## config.mk

```make
export PLATFORM = sky130hd
export DESIGN_NAME = mux_sel_sched
export DESIGN_NICKNAME = d
export VERILOG_FILES = /design/src/rtl/mux_sel_sched.sv
export SDC_FILE = /design/constraint.sdc
export NUM_CORES = 1
export LEC_CHECK = 0
export ABC_AREA = 0
export BUFFER_PORTS_ARGS = -buffer_cell sky130_fd_sc_hd__buf_2
export CAP_MARGIN = 25
export CORE_UTILIZATION = 49
export CTS_CLUSTER_SIZE = 16
export DETAILED_ROUTE_END_ITERATION = 8
export MAX_ROUTING_LAYER = met4
export PLACE_DENSITY = 0.75
export SLEW_MARGIN = 15
export SYNTH_ARGS = -nofsm -noshare
export SYNTH_HDL_FRONTEND = slang
export SYNTH_SLANG_ARGS = --single-unit
```

## constraint.sdc

```tcl
create_clock -name clk -period 2.3 [get_ports clk]
set_input_delay 0.115 -clock clk [delete_from_list [all_inputs] [get_ports clk]]
set_output_delay 0.115 -clock clk [all_outputs]
set_load 0.005 [all_outputs]
```

## src/rtl/mux_sel_sched.sv

```systemverilog
// rtl/mux_sel_sched.sv - round-robin burst scheduler driving a 4x1 mux select/enable
module mux_sel_sched #(
  parameter int HOLD  = 4,
  parameter int CNT_W = 4
) (
  input  logic             clk,
  input  logic             rst_n,
  input  logic [3:0]       req,
  input  logic             ack,
  output logic [1:0]       sel,
  output logic             en,
  output logic [3:0]       grant,
  output logic [CNT_W-1:0] beat,
  output logic             last,
  output logic             busy
);

  typedef enum logic [1:0] {
    IDLE  = 2'd0,
    GRANT = 2'd1,
    GAP   = 2'd2
  } state_t;

  localparam logic [CNT_W-1:0] BEAT_LAST = CNT_W'(HOLD - 1);

  state_t     state;
  logic [1:0] ptr;
  logic [1:0] win;
  logic       win_vld;
  logic       final_beat;

  // Round-robin search starting just after the last granted channel, so the
  // previous winner is considered last.
  always_comb begin
    win     = 2'd0;
    win_vld = 1'b0;
    for (int i = 1; i <= 4; i++) begin
      logic [1:0] idx;
      idx = ptr + 2'(i);
      if (!win_vld && req[idx]) begin
        win     = idx;
        win_vld = 1'b1;
      end
    end
  end

  assign final_beat = ack && (beat == BEAT_LAST);

  // Burst completion strobe follows the live ack, so it is combinational.
  assign last = en & final_beat;
  assign busy = (state != IDLE);

  // Scheduler FSM: IDLE arbitrates, GRANT counts accepted beats, GAP idles one cycle.
  always_ff @(posedge clk or negedge rst_n) begin
    if (!rst_n) begin
      state <= IDLE;
      sel   <= 2'd0;
      en    <= 1'b0;
      grant <= 4'd0;
      beat  <= '0;
      ptr   <= 2'd3;
    end else begin
      case (state)
        IDLE: begin
          if (win_vld) begin
            sel   <= win;
            grant <= 4'b0001 << win;
            en    <= 1'b1;
            beat  <= '0;
            ptr   <= win;
            state <= GRANT;
          end
        end
        GRANT: begin
          // A dropped request aborts the burst; it and the final beat both end in GAP.
          if (!req[sel] || final_beat) begin
            en    <= 1'b0;
            grant <= 4'd0;
            beat  <= '0;
            state <= GAP;
          end else if (ack) begin
            beat <= beat + 1'b1;
          end
        end
        GAP: begin
          state <= IDLE;
        end
        default: begin
          state <= IDLE;
        end
      endcase
    end
  end

endmodule

```

# Yosys cells after proc, flatten, opt, wreduce, memory -nomap -nowiden
# Index checks and enable logic that the tools add are counted.
[classes]
addsub = 4
eq_ne = 5
muxes = 31
mul = 0
n_bitwise = 1
n_div = 0
n_lt_le_gt_ge = 5
reduce_logical = 16
shifts = 1
[ops]
columns = ["op", "n"]
rows = [
  ["two-way mux 4 bit", 5],
  ["one-hot mux 4 bit (2 select lines)", 2],
  ["< comparator 2 x 3 -> 1 bit (second input constant)", 5],
  ["two-way mux 2 bit", 6],
  ["two-way mux 1 bit", 11],
  ["binary-select mux 1 bit (select 2 bit)", 5],
  ["AND reduction 3 bit", 2],
  ["adder 2 bit (second input constant)", 2],
  ["adder 4 x 1 -> 4 bit (second input constant)", 1],
  ["equality test 4 x 2 -> 1 bit (second input constant)", 1],
  ["logical AND 1 bit", 4],
  ["zero test 1 bit", 4],
  ["!= test 2 bit (second input constant)", 2],
  ["one-hot mux 2 bit (2 select lines)", 1],
  ["AND reduction 2 bit", 2],
  ["nonzero test 2 bit", 2],
  ["left shift 1 x 2 -> 4 bit (first input constant)", 1],
  ["!= test 3 bit (second input constant)", 1],
  ["adder 2 x 1 -> 2 bit (second input constant)", 1],
  ["equality test 2 x 1 -> 1 bit (second input constant)", 1],
  ["zero test 2 bit", 1],
  ["one-hot mux 1 bit (2 select lines)", 1],
  ["AND 1 bit", 1],
  ["logical OR 1 bit", 1],
]
[totals]
wordCells = 69
latch_bits = 0
output_inout_bits = 13
mem_bits_ro = 0
input_bits = 7
mem_bits_rw = 0
register_bits = 15
memories = 0

# Logic depth before layout (Yosys ltp)
[logic_depth]
depth_word = 16
ltp_mapped = 5
ltp_nobuf = 5

# Worst setup path after synthesis
# No wires, ideal clock.
[synth_timing]
kind = "register to register"
startpoint = "register sel[0]"
endpoint = "register beat[3]"
path_slack_ps = 492
period_less_slack_ps = 1808
path_buffers = 0
setup_ps = 77
required_time_ps = 2223
t_arrival_ps = 1731
path_stages_with_launch = 5
cell_sequence = "dfrtp_1 -> mux4_2 -> a221o_1 -> or3_1 -> a21oi_1"
[synth_via]
elab_chain_cells = 6
elab_cells_between_ends = 8
classes_between = "eq/ne: 1; mux: 4; reduce/logical: 3"
[synth_rtl]
columns = ["item", "line_no", "text"]
rows = [
  ["start: declaration", "10", "output logic [1:0] sel,"],
  ["start signal: assignment", "66", "sel <= win;"],
  ["binary-select mux 1 bit (select 2 bit) (*)", "76", "if (!req[sel] || final_beat) begin"],
  ["two-way mux 1 bit (implied by the code) (*)", "76", ""],
  ["zero test 1 bit (*)", "76", ""],
  ["logical OR 1 bit (*)", "76", ""],
  ["!= test 3 bit (no source line) / two-way mux 4 bit (equally long branches)", "n/a", ""],
  ["AND reduction 3 bit (no source line) / one-hot mux 4 bit (2 select lines) (equally long branches)", "n/a", ""],
  ["end signal: assignment", "82", "beat <= beat + 1'b1;"],
  ["end: declaration", "13", "output logic [CNT_W-1:0] beat,"],
]
# Every way passes the cells marked *; elsewhere a longest branch is shown, timed or not. The select of a mux whose other input is x is not followed.
# A chain may end at the register's enable or synchronous reset.

# Worst setup path after layout
# Ends and elaborated chain as after synthesis.

==> metrics.csv <==
metric;value;unit
r2r_setup_slack;0.41;ns
synth_fp_nets;87;
drive_gt1_frac;0.287;
seq_area;378;µm²
p_per_area;1280;nW/µm²
synthAdderAreaFrac;0.0165;
hpwl;1140;µm
topRoutingLayerUsed;met4;
synth-seq-cells;15;
wire_per_inst;13.9;µm
wl;1610;µm
avgSynthCellArea;9.60;µm²
intPower;0.687;mW
multi_input_area;362;µm²
synth_xor_area_frac;0;
post_cts_resized;0;
clock-sinks;15;
period_share;0.823;
seq_area_frac_synth;0.498;
grt_util_all_layers;0.230;
setup_viol;0;
drtIter0Drc;11;
p_sw_frac;0.407;
drt-pass1-iter-count;4;
yosys.area.top_type;dfrtp_1;
grt_first_pass_wirelength;2330;µm
synth_top_family_by_area;simple AND/OR/NAND/NOR gates;
combPwrFrac;0.453;
critPathArrivalTime;2.12;ns
cts_buffer_depth;2;
pre_cts_ws;0.429;ns
wl_met3;68;µm
clock.fmax;528;MHz
cts_tree;built;
drc;0;
overflow;0;
std_cell_rows;13;
area_delta_synth_final;19.0;%
numCtsBuffers;3;
dieArea;1710;µm²
p_seq_frac;0.412;
fin_cells;116;
p_sw;0.471;mW
path_class;flop to flop;
ctsRootBufferMaster;clkbuf_4;
reg2reg_depth;4;
final-max-slew-violation-count;0;
worst-slew-pin-transition;0.580;ns
path_max_fanout;8;
crit_required;2.53;ns
placed_cells;111;
initial_core_util;0.555;
vias;658;
synthMuxAreaShare;0.0429;
worst_slack;0.408;ns
coreArea;1370;µm²
clk_pin_slew;0.10;ns
status;completed;
insertion_delay;0.29;ns
port_buffers;19;
postRouteAntennaNets;0;
wl_met1;838;µm
grt_max_degree;16;
ios;20;
synth-compound-area-share;0.200;
synth_top_area_frac;0.429;
power;1.16;mW
fill_cells;125;
hold_path_class;input pin to async pin;
hold_viol;0;
num_antenna_cells;0;
holdBufCountCts;1;
critPathLaunchType;flop;
cp-end-kind;flop;
postCtsSetupRepairBufs;0;
grt_pass1_vias;506;
synth_cell_types;29;
wl_met2;662;µm
post-route-min-period;1.89;ns
cts_max_level;1;
maxCapViolCount;0;
finalNetCount;110;
synth-simple-area-share;0.218;
vdd_ir_drop_max;0.662;mV
via_per_inst;5.67;
hold_ws;0.278;ns
rsz0062_at_grt;no;
gp_congestion;0.782;
yosys_warnings;0;
slew_headroom;0.610;
clock_skew;0.00546;ns
power.leakage;0.445;nW
rr_startpoint;sel[0];
grt_antenna_before_repair;0;
crit_path_start;sel[0];
totalNegativeSetupSlack;0;ns
synth.cell_area;758;µm²
synth.area.top_cells;dfrtp_1 (43%), nand2_1 (7.4%), dfstp_2 (6.9%);
p_clk_frac;0.135;
netlist_instances;79;
r2r_end;beat[3];
fp.dieH;41.3;µm
die_w;41.3;µm
-- cell usage in the layout, fill, tap and decap left out, drive strengths merged, types with 2 or more instances in the layout --
master | netlist | final
a21o | 3 | 3
a21oi | 4 | 4
buf | 0 | 19
clkbuf | 2 | 3
dfrtp | 13 | 13
dfstp | 2 | 2
inv | 3 | 3
nand2 | 15 | 15
nand2b | 2 | 2
nand3 | 2 | 2
nand3b | 2 | 2
nor2 | 5 | 5
nor2b | 2 | 2
o21ai | 7 | 7
or2 | 2 | 2
or3 | 2 | 2
-- cell families after synthesis --
family                   Yosys count
adder cells (fa/ha/maj)            1
multiplexers                       2
flip-flops                        15
buffers and inverters              5
AND/OR/NAND/NOR                   34
AO/OA/AOI/OAI                     22
-- how the worst max path moves through the flow --
| stage | endpoint | slack, ns | cells past startpoint |
|---|---|---|---|
| floorplan | beat[3] | 0.49 | 4 |
| global placement | beat[3] | 0.48 | 4 |
| detailed placement | beat[3] | 0.43 | 4 |
| CTS | beat[3] | 0.40 | 4 |
| global route | beat[2] | 0.30 | 4 |
| finish | beat[3] | 0.41 | 4 |
-- through the flow --
step	utilization	area, µm²
global placement	0.633	865
finish	0.660	902
CTS	0.660	902
detailed placement	0.633	865
floorplan	-	758
global route	0.660	902
-- power groups by stage --
stage	Combinational [mW]	Clock [mW]	Sequential (mW)
after global routing	0.599	0.171	0.495
after global placement	0.516	0	0.480
final	0.525	0.156	0.477
after detailed placement	0.519	0	0.485
after CTS	0.526	0.163	0.479
after floorplan	0.371	0	0.463
-- critical path, cell delays in order, from the launching register on --
cell and delay [ns]:
dfrtp_1 0.39, mux4_2 0.53, a221o_1 0.39, or3_1 0.37, a21oi_1 0.15
-- sequential cells by signal, indices dropped and copies added (netlist names) --
name / cells
beat: 4
grant: 4
ptr: 2
en: 1
sel: 2
state: 2
-- synth_stat cells --
| master | n |
|---|---|
| nand3b_1 | 2 |
| or2_2 | 1 |
| clkbuf_1 | 2 |
| o32ai_1 | 1 |
| a21o_1 | 3 |
| mux4_2 | 1 |
| nor4b_1 | 1 |
| o221a_2 | 1 |
| nand2_1 | 15 |
| ha_1 | 1 |
| a221o_1 | 1 |
| dfstp_2 | 2 |
| a22o_1 | 1 |
| o2bb2ai_1 | 1 |
| nand2b_1 | 2 |
| nor2_1 | 5 |
| nand3_1 | 2 |
| nor4_1 | 1 |
| o21ai_0 | 7 |
| inv_1 | 3 |
| mux2i_1 | 1 |
| a31oi_1 | 1 |
| a21oi_1 | 4 |
| o31a_2 | 1 |
| nor2b_1 | 2 |
| dfrtp_1 | 13 |
| or2_0 | 1 |
| or3_1 | 2 |
| a32o_1 | 1 |
-- metal layers --
metal  global-route usage  vias to the layer above
met5                    -                        -
met4                0.145                        0
met3               0.0479                        5
met2                0.285                       14
met1                0.334                      312
li1                     -                      327
-- final cells by class --
| cell class | count | area share |
|---|---|---|
| clock buffers | 3 | 0.0250 |
| flip-flops and latches | 15 | 0.419 |
| clock inverters | 1 | 0.00555 |
| repair buffers | 20 | 0.117 |
| well taps | 15 | 0.0208 |
| multi-input cells | 59 | 0.401 |
| inverters | 3 | 0.0125 |
No activity file was read; power rests on OpenSTA's default activity.
